===== src/rtl/fixed_point_lane_dot.sv =====
// Handshaked fixed-point dot product: LANES signed multiply-accumulates per beat over N elements,
// then optional round-half-up, arithmetic shift to the output format, and wrap or saturate.
module fixed_point_lane_dot #(
    parameter int A_WIDTH     = 16,
    parameter int A_FRAC_BITS = 14,
    parameter int B_WIDTH     = 16,
    parameter int B_FRAC_BITS = 14,
    parameter int P_WIDTH     = 16,
    parameter int P_FRAC_BITS = 14,
    parameter int N           = 3,
    parameter int LANES       = 1
) (
    input  logic                      clk_in,
    input  logic                      rst_in,
    input  logic [N*A_WIDTH-1:0]      A,
    input  logic [N*B_WIDTH-1:0]      B,
    input  logic                      round_in,
    input  logic                      sat_in,
    input  logic                      valid_in,
    output logic                      ready_in,
    output logic signed [P_WIDTH-1:0] P,
    output logic                      overflow_out,
    output logic                      valid_out,
    input  logic                      ready_out
);

    localparam int BEATS      = (N + LANES - 1) / LANES;
    localparam int PAD        = BEATS * LANES;
    localparam int SHIFT      = A_FRAC_BITS + B_FRAC_BITS - P_FRAC_BITS;
    localparam int PROD_WIDTH = A_WIDTH + B_WIDTH;
    localparam int ACC_WIDTH  = A_WIDTH + B_WIDTH + $clog2(N) + 1;
    localparam int BEAT_WIDTH = (BEATS > 1) ? $clog2(BEATS) : 1;
    localparam logic [BEAT_WIDTH-1:0] LAST_BEAT = BEAT_WIDTH'(BEATS - 1);

    typedef enum logic [1:0] {IDLE, ACC, DONE} state_t;

    state_t r_state;
    state_t w_next;

    logic signed [A_WIDTH-1:0]    r_a       [PAD];
    logic signed [B_WIDTH-1:0]    r_b       [PAD];
    logic signed [A_WIDTH-1:0]    w_a_in    [PAD];
    logic signed [B_WIDTH-1:0]    w_b_in    [PAD];
    logic signed [A_WIDTH-1:0]    w_a_shift [PAD];
    logic signed [B_WIDTH-1:0]    w_b_shift [PAD];
    logic signed [PROD_WIDTH-1:0] w_prod    [LANES];

    logic [BEAT_WIDTH-1:0]        r_beat;
    logic                         r_round;
    logic                         r_sat;
    logic signed [ACC_WIDTH-1:0]  r_acc;
    logic signed [P_WIDTH-1:0]    r_p;
    logic                         r_ovf;

    logic signed [ACC_WIDTH-1:0]  w_beat_sum;
    logic signed [ACC_WIDTH-1:0]  w_final;
    logic signed [ACC_WIDTH-1:0]  w_rnd;
    logic signed [ACC_WIDTH-1:0]  w_rounded;
    logic signed [ACC_WIDTH-1:0]  w_shifted;
    logic [ACC_WIDTH-P_WIDTH:0]   w_high;
    logic signed [P_WIDTH-1:0]    w_p;
    logic                         w_ovf;
    logic                         w_beat_last;
    logic                         w_accept;
    logic                         w_last;

    // Operands are padded to a whole number of beats and shifted down LANES slots per beat,
    // so the multipliers always read slots 0..LANES-1 and the padding contributes zero.
    for (genvar i = 0; i < PAD; i++) begin : g_elem
        if (i < N) begin : g_real
            assign w_a_in[i] = A[i*A_WIDTH +: A_WIDTH];
            assign w_b_in[i] = B[i*B_WIDTH +: B_WIDTH];
        end else begin : g_pad
            assign w_a_in[i] = '0;
            assign w_b_in[i] = '0;
        end
        if (i + LANES < PAD) begin : g_shift
            assign w_a_shift[i] = r_a[i+LANES];
            assign w_b_shift[i] = r_b[i+LANES];
        end else begin : g_fill
            assign w_a_shift[i] = '0;
            assign w_b_shift[i] = '0;
        end
    end

    for (genvar l = 0; l < LANES; l++) begin : g_lane
        assign w_prod[l] = PROD_WIDTH'(r_a[l]) * PROD_WIDTH'(r_b[l]);
    end

    always_comb begin
        w_beat_sum = '0;
        for (int l = 0; l < LANES; l++) begin
            w_beat_sum = w_beat_sum + ACC_WIDTH'(w_prod[l]);
        end
    end

    if (SHIFT > 0) begin : g_round
        localparam logic signed [ACC_WIDTH-1:0] HALF_LSB = ACC_WIDTH'(1) <<< (SHIFT - 1);
        assign w_rnd = r_round ? HALF_LSB : '0;
    end else begin : g_no_round
        assign w_rnd = '0;
    end

    assign w_final     = r_acc + w_beat_sum;
    assign w_rounded   = w_final + w_rnd;
    assign w_shifted   = w_rounded >>> SHIFT;
    assign w_beat_last = (r_beat == LAST_BEAT);

    // In range only when every bit from the P sign bit upward agrees.
    assign w_high = w_shifted[ACC_WIDTH-1:P_WIDTH-1];
    assign w_ovf  = !((&w_high) || !(|w_high));

    always_comb begin
        w_p = w_shifted[P_WIDTH-1:0];
        if (w_ovf && r_sat) begin
            w_p = w_shifted[ACC_WIDTH-1] ? {1'b1, {(P_WIDTH-1){1'b0}}}
                                         : {1'b0, {(P_WIDTH-1){1'b1}}};
        end
    end

    always_ff @(posedge clk_in) begin
        if (rst_in) begin
            r_state <= IDLE;
        end else begin
            r_state <= w_next;
        end
    end

    always_comb begin
        w_next = r_state;
        case (r_state)
            IDLE:    if (valid_in) w_next = ACC;
            ACC:     if (w_beat_last) w_next = DONE;
            DONE:    if (ready_out) w_next = valid_in ? ACC : IDLE;
            default: w_next = IDLE;
        endcase
    end

    always_comb begin
        ready_in  = (r_state == IDLE) || ((r_state == DONE) && ready_out);
        valid_out = (r_state == DONE);
        w_accept  = valid_in && ready_in;
        w_last    = (r_state == ACC) && w_beat_last;
    end

    always_ff @(posedge clk_in) begin
        if (rst_in) begin
            r_a     <= '{default: '0};
            r_b     <= '{default: '0};
            r_round <= 1'b0;
            r_sat   <= 1'b0;
            r_acc   <= '0;
            r_beat  <= '0;
            r_p     <= '0;
            r_ovf   <= 1'b0;
        end else begin
            if (w_accept) begin
                r_a     <= w_a_in;
                r_b     <= w_b_in;
                r_round <= round_in;
                r_sat   <= sat_in;
                r_acc   <= '0;
                r_beat  <= '0;
            end else if (r_state == ACC) begin
                r_a    <= w_a_shift;
                r_b    <= w_b_shift;
                r_acc  <= w_final;
                r_beat <= r_beat + BEAT_WIDTH'(1);
            end
            if (w_last) begin
                r_p   <= w_p;
                r_ovf <= w_ovf;
            end
        end
    end

    assign P            = r_p;
    assign overflow_out = r_ovf;

endmodule


===== config.mk =====
export PLATFORM = sky130hd
export DESIGN_NAME = fixed_point_lane_dot
export DESIGN_NICKNAME = d
export VERILOG_FILES = /design/src/rtl/fixed_point_lane_dot.sv
export SDC_FILE = /design/constraint.sdc
export NUM_CORES = 1
export LEC_CHECK = 0
export ABC_CLOCK_PERIOD_IN_PS = 10310
export BUFFER_PORTS_ARGS = -buffer_cell sky130_fd_sc_hd__clkbuf_2
export CORE_MARGIN = 2
export CORE_UTILIZATION = 60
export CTS_BUF_LIST = sky130_fd_sc_hd__clkbuf_2
export CTS_CLUSTER_DIAMETER = 40
export CTS_CLUSTER_SIZE = 40
export DETAILED_ROUTE_END_ITERATION = 16
export PLACE_DENSITY = 0.81
export SETUP_SLACK_MARGIN = 0.5
export SYNTH_ARGS = -nofsm -noshare
export SYNTH_HDL_FRONTEND = slang
export SYNTH_SLANG_ARGS = --single-unit

===== constraint.sdc =====
create_clock -name clk_in -period 10.31 [get_ports clk_in]
set_input_delay 1.5465 -clock clk_in [delete_from_list [all_inputs] [get_ports clk_in]]
set_output_delay 1.5465 -clock clk_in [all_outputs]
set_load 0.005 [all_outputs]

==> key figures, run 1 <==
Global route
  • Largest net degree at the start of global routing: 117
  • Remaining Overflow, GRT: 0
  • Tot GR Track Use: 0.306
  • Initial antenna violation count: 1
  • Number of global-route vias before repair: 15,700
  • First-pass GRT wire length: 79,000 um

Worst setup path
  • R2r worst-path depth: 24
  • FF-to-FF Start: r_b[33]
  • Crit. End Element: flip-flop
  • Crit-path slowest cell: dfxtp_1
  • Worst Path Buf+Inv: 5
  • CP dominant cell by count: fa_1
  • Worst path cell trace: nand2_1 > inv_1 > fa_1 > fa_1 > inv_1 > fa_1 > inv_1 > fa_1 > fa_1 > inv_1 > fa_1 > inv_1 > ha_1 > nand4_4 > nor3_1 > o21ai_0 > a211oi_4 > nand4b_4 > or3_1 > or3_1 > mux2_4 > o311a_4 > nor3_4 > a221o_1
  • Critical Path RT: 11.08 ns
  • Worst path depth: 24
  • WS Path Type: reg -> reg
  • Critical Path AT: 10.01 ns
  • CP peak stage delay: 0.78 ns
  • Max FO, Critical Path: 17
  • CP delay by family, top: adder cells
  • Worst setup path startpoint: r_b[33]
  • Startpoint Class: flip-flop

STA
  • Slew Limit Fails: 0
  • Max Clock Skew: 0.0661 ns
  • Slew Limit Headroom: 0.269
  • Highest Clock Rate: 108 MHz
  • Period utilization: 0.897
  • Endpoints failing hold: 0
  • Final min period: 9.25 ns
  • RSZ-0062 raised after global routing: false
  • Final setup viols: 0
  • Hold_ws: 0.457 ns
  • Slew @ Worst Pin: 1.10 ns
  • Setup_tns: 0 ns

Flow run
  • Max-cap violations: 0

Synthesis
  • Register area share after synthesis: 0.166
  • Mapped Area: 0.0186 mm^2
  • Post-synthesis mux area share: 0.00316
  • Yosys cell types: 87
  • Async set-reset flop share out of synthesis: 0
  • Mapped Avg Cell Area: 8.63 um^2
  • XOR/XNOR share of the synthesized area: 0.0231
  • Yosys Warn Count: 0
  • Largest family of logic cells by synthesized area: adder cells
  • Adder-Cell Fraction of Synth Area: 0.405
  • Syn Inst Count: 2,156
  • Synth Register Bits: 154
  • Post-synthesis simple-gate area fraction: 0.189
  • Ys flop type: dfxtp_1
  • Synth Area in Compound Gates: 0.115
  • Post-Syn Nets: 2,674
  • Post-synth EDFFs: 0

Route
  • Post-route ant nets: 0
  • DRT iter0 DRCs: 1,103
  • Routed wl met2: 24,100 um
  • Via count: 15,100
  • DRC viols: 0
  • Met3 WL: 2960 um
  • Metal-1 WL: 19,200 um
  • Via density: 5.80
  • First-pass DRT Iterations: 5
  • Detailed Route WL: 48,300 um
  • Per-cell routed wire length: 18.5 um
  • Top Layer Used: met4

Min path
  • Hold path start: r_a[15]
  • Min-delay worst type: reg -> reg
  • Hold path cells: 2

Power
  • Combinational power share: 0.742
  • Power density of the placed cells: 223 mW/mm^2
  • Internal: 1.96 mW
  • VDD IR-drop max: 0.267 mV
  • Total chip power: 4.39 mW
  • Leakage power: 9.32 nW
  • P_sw: 2.43 mW
  • Sequential share of power: 0.174
  • Clock share of power: 0.085
  • Net Sw Frac: 0.553

Layout
  • Layout filler cell count: 2,538
  • Area growth from synthesis to layout: 5.59%
  • # nets final: 2,713
  • Most frequent cells in the layout: 370 x nand2_1, 365 x inv_1, 310 x fa_1, 154 x dfxtp_1, 136 x clkbuf_2
  • Commonest non-fill, non-tap cell in the layout: nand2_1
  • Layout cells sized above 1: 0.0919

CTS
  • Worst-path clk slew: 0.33 ns
  • Post-CTS setup buffer count: 0
  • Number of clock sinks: 154
  • CTS max path bufs: 2
  • Clock root buffer: clkbuf_2
  • Num CTS Buffers: 17
  • Clk Latency, worst-skew pair: 0.83 ns
  • CTS tree: yes
  • H-tree levels: 4

Place
  • Final Wtd Congestion: 0.947
  • Buffers on Ports: 120
  • DP HPWL: 38,700 um

Floorplanning
  • Core ar.: 0.0306 mm^2
  • I/O pins: 121
  • Die height: 180 um
  • Full die area: 0.0324 mm^2
  • Initial core utilization: 0.608
  • Die W: 180 um
  • Row count: 64

Status
  • Status: complete, no violations
## power by group through the flow
| stage | Combinational [mW] | Sequential, mW | Clock, mW |
|---|---|---|---|
| 6_report | 3.25 | 0.761 | 0.372 |
| 5_1_grt | 3.62 | 0.770 | 0.399 |
| 4_1_cts | 3.24 | 0.757 | 0.376 |
| 3_5_place_dp | 3.22 | 0.768 | 0 |
| 3_3_place_gp | 3.19 | 0.763 | 0 |
| 2_1_floorplan | 2.48 | 0.713 | 0 |
## cell usage after synthesis, drive strengths merged, types with 32 or more instances
cell type | number | area, um^2
xnor2 | 36 | 342
inv | 365 | 1370
nor2 | 124 | 468
nand2 | 370 | 1390
o21ai | 32 | 168
and2 | 130 | 813
clkbuf | 101 | 380
a311oi | 65 | 587
a21oi | 115 | 579
dfxtp | 154 | 3080
fa | 310 | 6210
ha | 106 | 1330
nand3 | 45 | 230
## tightest hold or removal path: stages, from the launching register on
cell and delay [ns]:
dfxtp_1 0.36, nand2_1 0.06, a311oi_1 0.07
## layout make-up
class | count | area (um^2) | share of cell area
diodes | 1 | 2.50 | 0.000127
multi-input cells | 1523 | 13700 | 0.699
clock buffers | 17 | 85.1 | 0.00433
flip-flops and latches | 154 | 3080 | 0.157
repair buffers | 134 | 708 | 0.0361
well taps | 396 | 495 | 0.0252
inverters | 365 | 1370 | 0.0698
clock inverters | 15 | 170 | 0.00866
## metal layers
metal  track usage  up-vias
met3        0.0499      141
met4         0.135        0
met5             0        -
met2         0.512      563
met1         0.393     7509
li1              -     6893
## path summary, 6_finish.rpt
path              to  slack (ns)
max            P[14]        1.06
min          r_a[31]        0.46
max reg2reg    P[14]        1.06
min reg2reg  r_a[31]        0.46
## registers in the layout, summed over array words and instances, names as in the netlist
| name | flops |
|---|---|
| r_sat | 1 |
| r_acc | 35 |
| r_beat | 2 |
| r_b | 48 |
| r_round | 1 |
| overflow_out | 1 |
| P | 16 |
| r_state | 2 |
| r_a | 48 |
## cells by family (layout without fill, tap and decap cells)
logic type,after synthesis,in the layout
AO/OA/AOI/OAI,301,301
XOR/XNOR,46,46
adder cells (fa/ha/maj),416,416
buffers and inverters,479,531
flip-flops,154,154
multiplexers,5,5
other,0,1
AND/OR/NAND/NOR,755,755
## through the flow
stage,area (um^2),cells,setup WS [ns],utilization
final,19600,2605,1.06,0.642
after CTS,19600,2604,1.19,0.641
after floorplan,18600,2156,2.47,-
after detailed placement,19400,2572,1.31,0.633
after global routing,19600,2605,0.621,0.642
after global placement,19400,2572,1.29,0.633
## repair_timing
item                                    CTS  global route
resized for setup                         0             2
hold buffers                              0             0
endpoints found under the setup margin    0            14
No activity file was read; power rests on OpenSTA's default activity.
==> run 2: changes to the inputs <==
--- a/config.mk
+++ b/config.mk
@@ -13,7 +13,8 @@
 export CTS_CLUSTER_DIAMETER = 40
 export CTS_CLUSTER_SIZE = 40
 export DETAILED_ROUTE_END_ITERATION = 16
-export PLACE_DENSITY = 0.81
+export PLACE_DENSITY = 0.77
+export REMOVE_ABC_BUFFERS = 1
 export SETUP_SLACK_MARGIN = 0.5
 export SYNTH_ARGS = -nofsm -noshare
 export SYNTH_HDL_FRONTEND = slang
==> key figures, run 2 (same netlist as run 1, synthesis figures left out) <==
Status
  • Status: complete, no violations

Worst setup path
  • R2r worst-path depth: 24 (unchanged)
  • Critical Path RT: 10.99 ns (-0.09 ns)
  • FF-to-FF End: P[6]
  • Crit. End Element: flip-flop
  • FF-to-FF Start: r_b[33]
  • Critical Path AT: 9.93 ns (-0.08 ns)
  • WS Path Type: reg -> reg
  • Max FO, Critical Path: 17 (unchanged)
  • R2r setup slk: 1.06 ns (about the same)
  • Startpoint Class: flip-flop

Route
  • Post-route ant nets: 0 (unchanged)
  • DRC viols: 0 (unchanged)
  • DRT iter0 DRCs: 1,253 (+14%)
  • First-pass DRT Iterations: 5 (unchanged)
  • Via density: 5.71 (-1.5%)
  • Via count: 14,900 (-1.3%)
  • Per-cell routed wire length: 18.5 um (-0.15%)
  • Detailed Route WL: 48,300 um (about the same)

Power
  • Leakage power: 9.33 nW (+0.15%)
  • VDD IR-drop max: 0.256 mV (-4.0%)
  • Power density of the placed cells: 221 mW/mm^2 (-1.2%)

Layout
  • Largest regs: r_a: 48 flops, r_b: 48 flops, r_acc: 35 flops
  • Most frequent cells in the layout: 370 x nand2_1, 365 x inv_1, 310 x fa_1, 154 x dfxtp_1, 137 x clkbuf_2
  • Finished Core Util: 0.643 (about the same)
  • # nets final: 2,717 (+0.15%)
  • Commonest non-fill, non-tap cell in the layout: nand2_1
  • Area growth from synthesis to layout: 5.68% (about the same)
  • Layout cells sized above 1: 0.0922 (+0.000286)

STA
  • Setup_tns: 0 ns (unchanged)
  • Slew @ Worst Pin: 1.20 ns (+0.102 ns)
  • Endpoints failing hold: 0 (unchanged)
  • Final setup viols: 0 (unchanged)
  • Slew Limit Headroom: 0.194 (-0.0746)
  • Final min period: 9.25 ns (+0.00271 ns)
  • Highest Clock Rate: 108 MHz (about the same)
  • RSZ-0062 raised after global routing: false
  • Max Clock Skew: 0.0456 ns (-0.0205 ns)
  • Slew Limit Fails: 0 (unchanged)
  • Period utilization: 0.897 (about the same)

Floorplanning
  • Row count: 64 (unchanged)
  • I/O pins: 121 (unchanged)
  • Initial core utilization: 0.608 (unchanged)
  • Die W: 180 um (unchanged)
  • Core ar.: 0.0306 mm^2 (unchanged)
  • Full die area: 0.0324 mm^2 (unchanged)
  • Die height: 180 um (unchanged)

Global route
  • Largest net degree at the start of global routing: 96 (-18%)
  • First-pass GRT wire length: 80,100 um (+1.4%)
  • Number of global-route vias before repair: 15,600 (-0.15%)
  • Remaining Overflow, GRT: 0 (unchanged)
  • Initial antenna violation count: 1 (unchanged)
  • Tot GR Track Use: 0.309 (+0.00358)

CTS
  • CTS tree: yes
  • Num CTS Buffers: 17 (unchanged)
  • Clock root buffer: clkbuf_2
  • Worst-path clk slew: 0.27 ns (-0.06 ns)
  • CTS max path bufs: 2 (unchanged)
  • H-tree levels: 4 (unchanged)
  • Number of clock sinks: 154 (unchanged)
  • Clk Latency, worst-skew pair: 0.76 ns (-0.07 ns)
  • # resized after CTS: 0 (unchanged)
  • CTS Hold Bufs: 0 (unchanged)
  • Post-CTS setup buffer count: 0 (unchanged)

Min path
  • Min-delay worst type: reg -> reg
  • Hold path start: r_a[15]
  • Worst Hold End: r_a[31]
  • Hold path cells: 2 (unchanged)

Place
  • Final Wtd Congestion: 0.945 (-0.17%)
  • Buffers on Ports: 120 (unchanged)
  • DP HPWL: 38,700 um (about the same)

Flow run
  • Max-cap violations: 0 (unchanged)
## run 2: cell count changes in the layout (fill, tap and decap cells not counted), sizes merged
| cell | previous run | this run |
|---|---|---|
| inv | 373 | 370 |
| diode | 1 | 2 |
| clkinvlp | 1 | 2 |
| clkinv | 6 | 5 |
| bufinv | 0 | 2 |
| buf | 15 | 19 |
| clkbuf | 136 | 137 |
## run 2: worst max path at each step
stage	start	endpoint	slack, ns	cells past startpoint
floorplan	r_a[47]	P[0]	2.36	24
finish	r_b[33]	P[6]	1.06	24
detailed placement	r_b[33]	P[14]	1.18	24
global placement	r_b[33]	P[14]	1.26	24
global route	r_a[47]	P[5]	0.57	24
CTS	r_b[33]	P[14]	1.09	24
## run 2: cell type report
| type | count | area (um^2) |
|---|---|---|
| multi-input cells | 1523 | 13700 |
| fillers | 2663 | 10900 |
| flip-flops and latches | 154 | 3080 |
| inverters | 365 | 1370 |
| repair buffers | 138 | 738 |
| well taps | 396 | 495 |
| clock inverters | 14 | 163 |
| clock buffers | 18 | 90.1 |
| diodes | 2 | 5.00 |
## run 2: layer usage
metal | track usage | vias up | routed length (um)
met2 | 0.531 | 510 | 24100
met4 | 0.0994 | 0 | 1560
met3 | 0.0400 | 85 | 2880
met5 | 0 | - | 0
li1 | - | 6897 | -
met1 | 0.410 | 7423 | 19700
## run 2: report_power, final
group	switching (mW)	leakage (nW)	internal [mW]	total (mW)
sequential	0.114	1.26	0.665	0.779
combinational	1.99	7.92	1.20	3.19
clock	0.249	0.146	0.118	0.367
total	2.35	9.33	1.98	4.34
## run 2: critical path: stages, from the launching register on
cell and delay, ns:
dfxtp_1 0.87, nand2_1 0.28, inv_1 0.17, fa_1 0.53, inv_1 0.13, fa_1 0.50, inv_1 0.28, fa_1 0.50
fa_1 0.51, fa_1 0.50, inv_1 0.05, fa_1 0.48, inv_1 0.04, ha_1 0.45, and4_1 0.34, nand2_1 0.08
a2111o_1 0.46, and4_1 0.28, o31ai_1 0.37, a21oi_1 0.14, xnor2_1 0.50, nand4_1 0.18, xor2_1 0.26, nor4_2 1.05
a221o_1 0.23
## run 2: metrics by stage
step | std cells | hold WS [ns] | worst slack (ns) | power, mW | area, um^2
after detailed placement | 2576 | 0.450 | 1.18 | 3.94 | 19400
final | 2610 | 0.449 | 1.06 | 4.34 | 19700
after global routing | 2609 | 0.489 | 0.573 | 4.71 | 19700
after floorplan | 2042 | 0.436 | 2.36 | 3.12 | 18100
after global placement | 2576 | 0.447 | 1.26 | 3.91 | 19400
after CTS | 2608 | 0.460 | 1.09 | 4.32 | 19700
